[src/rtl/mips_fetch_pkg.sv]
// Shared types and constants for the MIPS instruction-fetch stage.
package mips_fetch_pkg;

  localparam int INSTR_W = 32;
  localparam int ADDR_W  = 32;

  localparam logic [ADDR_W-1:0] PC_STEP              = 32'd4;
  localparam logic [ADDR_W-1:0] DEFAULT_RESET_VECTOR = 32'h0000_0000;

  typedef enum logic [1:0] {
    IDLE  = 2'd0,
    FETCH = 2'd1,
    DRAIN = 2'd2
  } fetch_state_t;

  typedef struct packed {
    logic [INSTR_W-1:0] data;
    logic [ADDR_W-1:0]  pc;
  } fetch_entry_t;

  function automatic logic [ADDR_W-1:0] align_word(input logic [ADDR_W-1:0] addr);
    return addr & ~ADDR_W'(3);
  endfunction

endpackage

[src/rtl/fetch_queue.sv]
// Instruction queue between fetch and decode: synchronous FIFO with flush,
// registered count/full/empty, and pc+4 derived at the head.
module fetch_queue
  import mips_fetch_pkg::*;
#(
  parameter int QUEUE_DEPTH = 2
) (
  input  logic                         clock,
  input  logic                         reset,
  input  logic                         flush,
  input  logic                         push,
  input  fetch_entry_t                 push_entry,
  input  logic                         pop,
  output logic                         empty,
  output logic                         full,
  output logic [$clog2(QUEUE_DEPTH):0] count,
  output logic [INSTR_W-1:0]           head_data,
  output logic [ADDR_W-1:0]            head_pc,
  output logic [ADDR_W-1:0]            head_pc_plus4
);

  localparam int PTR_W = $clog2(QUEUE_DEPTH);
  localparam int CNT_W = PTR_W + 1;
  localparam logic [CNT_W-1:0] DEPTH_C = CNT_W'(QUEUE_DEPTH);

  fetch_entry_t       mem_q [QUEUE_DEPTH];
  fetch_entry_t       mem_d [QUEUE_DEPTH];
  logic [PTR_W-1:0]   wr_ptr_q, wr_ptr_d;
  logic [PTR_W-1:0]   rd_ptr_q, rd_ptr_d;
  logic [CNT_W-1:0]   count_q, count_d;
  logic               empty_q, empty_d;
  logic               full_q, full_d;
  logic               push_en, pop_en;
  fetch_entry_t       head;

  always_comb begin
    mem_d    = mem_q;
    wr_ptr_d = wr_ptr_q;
    rd_ptr_d = rd_ptr_q;
    count_d  = count_q;
    pop_en   = pop & ~empty_q;
    // A push into a full queue is only legal when the head leaves the same cycle.
    push_en  = push & (~full_q | pop_en);

    if (push_en) begin
      mem_d[wr_ptr_q] = push_entry;
      wr_ptr_d        = wr_ptr_q + PTR_W'(1);
    end
    if (pop_en) begin
      rd_ptr_d = rd_ptr_q + PTR_W'(1);
    end
    case ({push_en, pop_en})
      2'b10:   count_d = count_q + CNT_W'(1);
      2'b01:   count_d = count_q - CNT_W'(1);
      default: count_d = count_q;
    endcase

    if (flush) begin
      wr_ptr_d = '0;
      rd_ptr_d = '0;
      count_d  = '0;
    end

    empty_d = (count_d == '0);
    full_d  = (count_d == DEPTH_C);
  end

  always_ff @(posedge clock) begin
    if (reset) begin
      for (int i = 0; i < QUEUE_DEPTH; i++) begin
        mem_q[i] <= '0;
      end
      wr_ptr_q <= '0;
      rd_ptr_q <= '0;
      count_q  <= '0;
      empty_q  <= 1'b1;
      full_q   <= 1'b0;
    end else begin
      mem_q    <= mem_d;
      wr_ptr_q <= wr_ptr_d;
      rd_ptr_q <= rd_ptr_d;
      count_q  <= count_d;
      empty_q  <= empty_d;
      full_q   <= full_d;
    end
  end

  always_comb begin
    head          = mem_q[rd_ptr_q];
    head_data     = '0;
    head_pc       = '0;
    head_pc_plus4 = '0;
    if (!empty_q) begin
      head_data     = head.data;
      head_pc       = head.pc;
      head_pc_plus4 = head.pc + PC_STEP;
    end
  end

  assign empty = empty_q;
  assign full  = full_q;
  assign count = count_q;

endmodule

[src/rtl/fetch_unit.sv]
// MIPS instruction-fetch stage: drives the PC register, fetches over req/ack,
// buffers instructions and hands {instr, pc, pc+4} to decode.
module fetch_unit
  import mips_fetch_pkg::*;
#(
  parameter int                QUEUE_DEPTH  = 2,
  parameter logic [ADDR_W-1:0] RESET_VECTOR = DEFAULT_RESET_VECTOR
) (
  input  logic                clock,
  input  logic                reset,
  input  logic [ADDR_W-1:0]   pc_in,
  output logic [ADDR_W-1:0]   pc_next,
  output logic                imem_req,
  output logic [ADDR_W-1:0]   imem_addr,
  input  logic                imem_ack,
  input  logic [INSTR_W-1:0]  imem_rdata,
  input  logic                redirect_valid,
  input  logic [ADDR_W-1:0]   redirect_target,
  output logic                instr_valid,
  input  logic                instr_ready,
  output logic [INSTR_W-1:0]  instr_data,
  output logic [ADDR_W-1:0]   instr_pc,
  output logic [ADDR_W-1:0]   instr_pc_plus4
);

  localparam int CNT_W = $clog2(QUEUE_DEPTH) + 1;
  localparam logic [CNT_W-1:0] DEPTH_M1 = CNT_W'(QUEUE_DEPTH - 1);

  // Memory handshake: a request is outstanding while imem_req is high; the
  // address is held until imem_ack. Decode handshake: the head transfers on
  // instr_valid & instr_ready and is held stable otherwise.
  fetch_state_t       state_q, state_d;
  logic [ADDR_W-1:0]  drain_addr_q, drain_addr_d;
  logic [ADDR_W-1:0]  fetch_pc, target;
  logic               q_push, q_pop, q_empty, q_full, fetch_stays;
  logic [CNT_W-1:0]   q_count;
  fetch_entry_t       q_entry;
  logic [INSTR_W-1:0] head_data;
  logic [ADDR_W-1:0]  head_pc, head_pc_plus4;

  assign fetch_pc = align_word(pc_in);
  assign target   = align_word(redirect_target);

  assign instr_valid    = ~reset & ~q_empty;
  assign instr_data     = reset ? '0 : head_data;
  assign instr_pc       = reset ? '0 : head_pc;
  assign instr_pc_plus4 = reset ? '0 : head_pc_plus4;
  assign q_pop          = instr_valid & instr_ready;

  assign imem_req  = ~reset & (state_q != IDLE);
  assign imem_addr = (state_q == DRAIN) ? drain_addr_q : fetch_pc;

  // Keep fetching only if this cycle's push leaves room for the next one.
  assign fetch_stays = q_pop | (q_count < DEPTH_M1);

  always_comb begin
    state_d      = state_q;
    drain_addr_d = drain_addr_q;
    pc_next      = pc_in;
    q_push       = 1'b0;
    q_entry.data = imem_rdata;
    q_entry.pc   = fetch_pc;

    case (state_q)
      IDLE: begin
        if (redirect_valid) begin
          pc_next = target;
          state_d = FETCH;
        end else if (!q_full) begin
          state_d = FETCH;
        end
      end
      FETCH: begin
        if (imem_ack && !redirect_valid) begin
          q_push  = 1'b1;
          pc_next = fetch_pc + PC_STEP;
          state_d = fetch_stays ? FETCH : IDLE;
        end else if (!imem_ack && redirect_valid) begin
          drain_addr_d = fetch_pc;
          pc_next      = target;
          state_d      = DRAIN;
        end else if (imem_ack && redirect_valid) begin
          pc_next = target;
        end
      end
      DRAIN: begin
        if (redirect_valid) begin
          pc_next = target;
        end else if (imem_ack) begin
          state_d = FETCH;
        end
      end
      default: state_d = IDLE;
    endcase

    if (reset) begin
      pc_next = RESET_VECTOR;
      q_push  = 1'b0;
      state_d = IDLE;
    end
  end

  always_ff @(posedge clock) begin
    if (reset) begin
      state_q      <= IDLE;
      drain_addr_q <= '0;
    end else begin
      state_q      <= state_d;
      drain_addr_q <= drain_addr_d;
    end
  end

  fetch_queue #(
    .QUEUE_DEPTH(QUEUE_DEPTH)
  ) u_queue (
    .clock        (clock),
    .reset        (reset),
    .flush        (redirect_valid),
    .push         (q_push),
    .push_entry   (q_entry),
    .pop          (q_pop),
    .empty        (q_empty),
    .full         (q_full),
    .count        (q_count),
    .head_data    (head_data),
    .head_pc      (head_pc),
    .head_pc_plus4(head_pc_plus4)
  );

endmodule

[config.mk]
export PLATFORM = sky130hd
export DESIGN_NAME = fetch_unit
export DESIGN_NICKNAME = d
export VERILOG_FILES = /design/src/rtl/mips_fetch_pkg.sv /design/src/rtl/fetch_queue.sv /design/src/rtl/fetch_unit.sv
export SDC_FILE = /design/constraint.sdc
export NUM_CORES = 1
export LEC_CHECK = 0
export CAP_MARGIN = 10
export CELL_PAD_IN_SITES_DETAIL_PLACEMENT = 0
export CELL_PAD_IN_SITES_GLOBAL_PLACEMENT = 1
export CORE_ASPECT_RATIO = 1.2
export CORE_MARGIN = 4
export CORE_UTILIZATION = 32
export CTS_CLUSTER_DIAMETER = 50
export CTS_CLUSTER_SIZE = 25
export DETAILED_ROUTE_END_ITERATION = 10
export PLACE_DENSITY = 0.76
export SLEW_MARGIN = 20
export SYNTH_ARGS = -nofsm -noshare
export SYNTH_HDL_FRONTEND = slang
export SYNTH_HIERARCHICAL = 1
export SYNTH_SLANG_ARGS = --single-unit
[constraint.sdc]
create_clock -name clock -period 2.94 [get_ports clock]
set_clock_uncertainty 0.15 [all_clocks]
set_input_delay 0.441 -clock clock [delete_from_list [all_inputs] [get_ports clock]]
set_output_delay 0.441 -clock clock [all_outputs]
set_load 0.01 [all_outputs]
==> flow_summary_export.csv <==
group,metric,value,unit
critical_path,worst_setup_path_start_kind,"flip-flop",
finish,final_common_cell,"sky130_fd_sc_hd__nand2_1",
floorplanning,fp.dieH,203,microns
grt,grt_util_all_layers,21.0,%
critical_path,worstPathArrival,2.62,ns
finish,antenna_cells,0,
run,cap_viol_max_count,0,
critical_path,crit_path_end_kind,"output port",
clock_network,htree_num_levels,4,
clock_network,cts_tree,"built",
synthesis,synth.top_cells.by_area,"sky130_fd_sc_hd__dfxtp_1, sky130_fd_sc_hd__mux2i_1, sky130_fd_sc_hd__nand2_1",
synthesis,ys_async_sr_fraction,0,%
synthesis,synth.largest_area_cell,"sky130_fd_sc_hd__dfxtp_1",
placed_design,buffer_ports.inserted,258,
sta,timing.slew.headroom,54.7,%
floorplanning,fp-row-count,71,
sta,fin_ws,-0.271,ns
drt,first_pass_iters,5,
placed_design,dp.final_hpwl,28000,microns
drt,detail_route.wl_per_cell,18.1,microns
grt,gr-total-overflow,0,
sta,worst-slew-pin-transition,0.679,ns
synthesis,synth_area,10200,sq um
min_path,min-delay-path-class,"reg2reg",
grt,antenna_found_initial,0,
sta,max_freq,311,MHz
grt,grt_pass1_wl,57900,microns
clock_network,cts_made_buffers,17,
clock_network,maximum_number_of_buffers_from_clock_root_to_sink,2,
floorplanning,fp.dieArea,34700,sq um
finish,relative_area_change_from_synthesis_to_final_layout,54.3,%
synthesis,synth-warning-count,6,
synthesis,post-synth-top-area-fraction,32.7,%
power_and_ir_drop,p_int,4.04,mW
power_and_ir_drop,worst_ir_drop_vdd,0.338,mV
clock_network,tritoncts_num_sinks,166,
outcome,violations,"setup timing",
sta,finalSetupViolations,22,
grt,largest_net_degree_at_the_start_of_global_routing,142,
power_and_ir_drop,total_switching_power,1.54,mW
sta,grt_setup_unrepaired,"yes",
power_and_ir_drop,p_leak,5.84,nW
outcome,status,"complete, but fails checks",
floorplanning,design.core.area,31400,sq um
synthesis,post_synth_inst_count,1313,
power_and_ir_drop,clkPwrFrac,42.6,%
floorplanning,start_util,32.4,%
synthesis,synth_edf_count,0,
synthesis,avgSynthCellArea,7.74,sq um
placed_design,total_placed_cells_including_tap_cells,2054,
clock_network,root_buffer,"sky130_fd_sc_hd__clkbuf_16",
placed_design,globalplace.congestion,0.917,
floorplanning,die_width,171,microns
drt,detail_route.drc_violations,0,
synthesis,ys_seq_area_share,32.7,%
synthesis,postSynthRegisterBits,166,
power_and_ir_drop,netSwitchingFraction,27.6,%
floorplanning,ios,263,
power_and_ir_drop,seq_power_share,41.3,%
finish,register_area,3330,sq um
grt,grt_pass1_vias,10317,
critical_path,r2r_slack,0.48,ns
synthesis,post_synth_cell_types,67,
drt,avgViaCountPerCell,5.07,
critical_path,worstSetupPathType,"reg2out",
sta,setup-tns-final,-3.59,ns
finish,multiInputGateArea,6870,sq um
synthesis,leading_register_cell_type_out_of_synthesis,"sky130_fd_sc_hd__dfxtp_1",
finish,final_cell_mix,"sky130_fd_sc_hd__nand2_1, sky130_fd_sc_hd__nor2_1, sky130_fd_sc_hd__dfxtp_1",
drt,routed-via-count,10676,
drt,wl,38200,microns
sta,final_period_minus_worst_setup_slack,3.21,ns
critical_path,critical_path_peak_fanout,10,
finish,share_of_post_route_cells_with_drive_strength_above_1,23.9,%
sta,slew_violations,0,
critical_path,crit_path_required_time,2.35,ns
finish,n_fill_cell,3035,
sta,final.period_utilization,109,%
sta,timing_hold_violations_final,0,
clock_network,worst_skew_pair.late_latency,0.43,ns
finish,stdcell_count,2106,
drt,dr.first_iter.drc_count,590,
finish,finalNetCount,1800,
clock_network,cts.reportedPaths.clkPinSlew,0.07,ns
power_and_ir_drop,comb_power_share,16.1,%
power_and_ir_drop,totalPowerFinal,5.57,mW
power_and_ir_drop,pwr_density,355,nW/um^2
drt,ant_nets,0,
through the flow:
| stage | hold WS [ns] | worst slack (ns) | util (%) | instance area, sq um |
|---|---|---|---|---|
| after CTS | 0.305 | -0.358 | 48.9 | 15300 |
| after global routing | 0.320 | -0.391 | 50.0 | 15700 |
| after floorplan | 0.284 | 0.0172 | - | 10200 |
| final | 0.304 | -0.271 | 50.0 | 15700 |
| after detailed placement | 0.294 | -0.526 | 46.0 | 14400 |
| after global placement | 0.289 | -0.498 | 46.0 | 14400 |
cell type report:
type,count,share of cell area [%]
Sequential cell,166,21.2
Tap cell,401,3.20
Clock buffer,17,2.71
Inverter,9,0.215
Multi-Input combinational cell,1039,43.8
Clock inverter,15,1.31
Timing Repair Buffer,459,27.6
synth_stat cells (19+ instances only):
master / instances
sky130_fd_sc_hd__o22ai_1: 19
sky130_fd_sc_hd__a22oi_1: 19
sky130_fd_sc_hd__clkbuf_1: 66
sky130_fd_sc_hd__nor2_1: 172
sky130_fd_sc_hd__nand2_1: 218
sky130_fd_sc_hd__nand3_1: 26
sky130_fd_sc_hd__dfxtp_1: 166
sky130_fd_sc_hd__a21oi_1: 104
sky130_fd_sc_hd__xnor2_1: 34
sky130_fd_sc_hd__mux2_2: 34
sky130_fd_sc_hd__nor2b_1: 103
sky130_fd_sc_hd__buf_2: 21
sky130_fd_sc_hd__mux2i_1: 130
repair_timing:
| item | in CTS | in global routing |
|---|---|---|
| gates cloned | 0 | 1 |
| resized for setup | 282 | 81 |
| buffers inserted | 12 | 8 |
| hold buffers | 0 | 0 |
| endpoints found under the hold margin | 0 | 0 |
| pin swaps | 25 | 23 |
| endpoints found under the setup margin | 114 | 71 |
power by group through the flow:
stage	clock (mW)	sequential [mW]	combinational, mW
6_report	2.37	2.30	0.900
5_1_grt	2.51	2.31	0.963
4_1_cts	2.43	2.30	0.888
3_5_place_dp	0	2.35	0.897
3_3_place_gp	0	2.35	0.893
2_1_floorplan	0	2.35	0.373
worst max-delay path: stages (launching register included):
cell                       delay, ns
sky130_fd_sc_hd__dfxtp_4        0.36
sky130_fd_sc_hd__buf_12         0.15
sky130_fd_sc_hd__buf_8          0.13
sky130_fd_sc_hd__nand4b_1       0.20
sky130_fd_sc_hd__a22oi_2        0.22
sky130_fd_sc_hd__buf_6          0.16
sky130_fd_sc_hd__nand3_4        0.12
sky130_fd_sc_hd__nor4b_4        0.27
sky130_fd_sc_hd__mux2_4         0.33
sky130_fd_sc_hd__nor2b_4        0.13
sky130_fd_sc_hd__buf_6          0.12
path summary, 6_finish.rpt:
| path | startpoint | endpoint | cells after the start |
|---|---|---|---|
| hold / removal | u_queue/mem_q[31] | u_queue/mem_q[31] | 2 |
| setup reg to reg | state_q[1] | u_queue/full | 11 |
| setup / recovery | u_queue/rd_ptr_q | instr_pc_plus4[30] | 10 |
| hold reg to reg | u_queue/mem_q[31] | u_queue/mem_q[31] | 2 |
cell families after synthesis:
group / count (synthesis) / synth area share [%]
buffers and inverters: 113 / 4.80
multiplexers: 165 / 16.7
XOR/XNOR: 44 / 3.79
other: 1 / 0.0369
AND/OR/NAND/NOR: 618 / 29.3
adder cells (fa/ha/maj): 7 / 0.861
flip-flops: 166 / 32.7
AO/OA/AOI/OAI: 199 / 11.9
per-layer routing:
layer / wire, microns / track usage (%)
met2: 20400 / 38.3
met4: 1450 / 8.05
met5: 0 / 0
met1: 15300 / 25.0
met3: 1090 / 2.21
registers in the layout, summed over array words and instances (netlist names):
register / count
u_queue/mem_q: 128
drain_addr_q: 30
state_q: 2
u_queue/count: 2
u_queue/empty: 1
u_queue/full: 1
u_queue/rd_ptr_q: 1
u_queue/wr_ptr_q: 1
(Power assumes the default switching activity.)
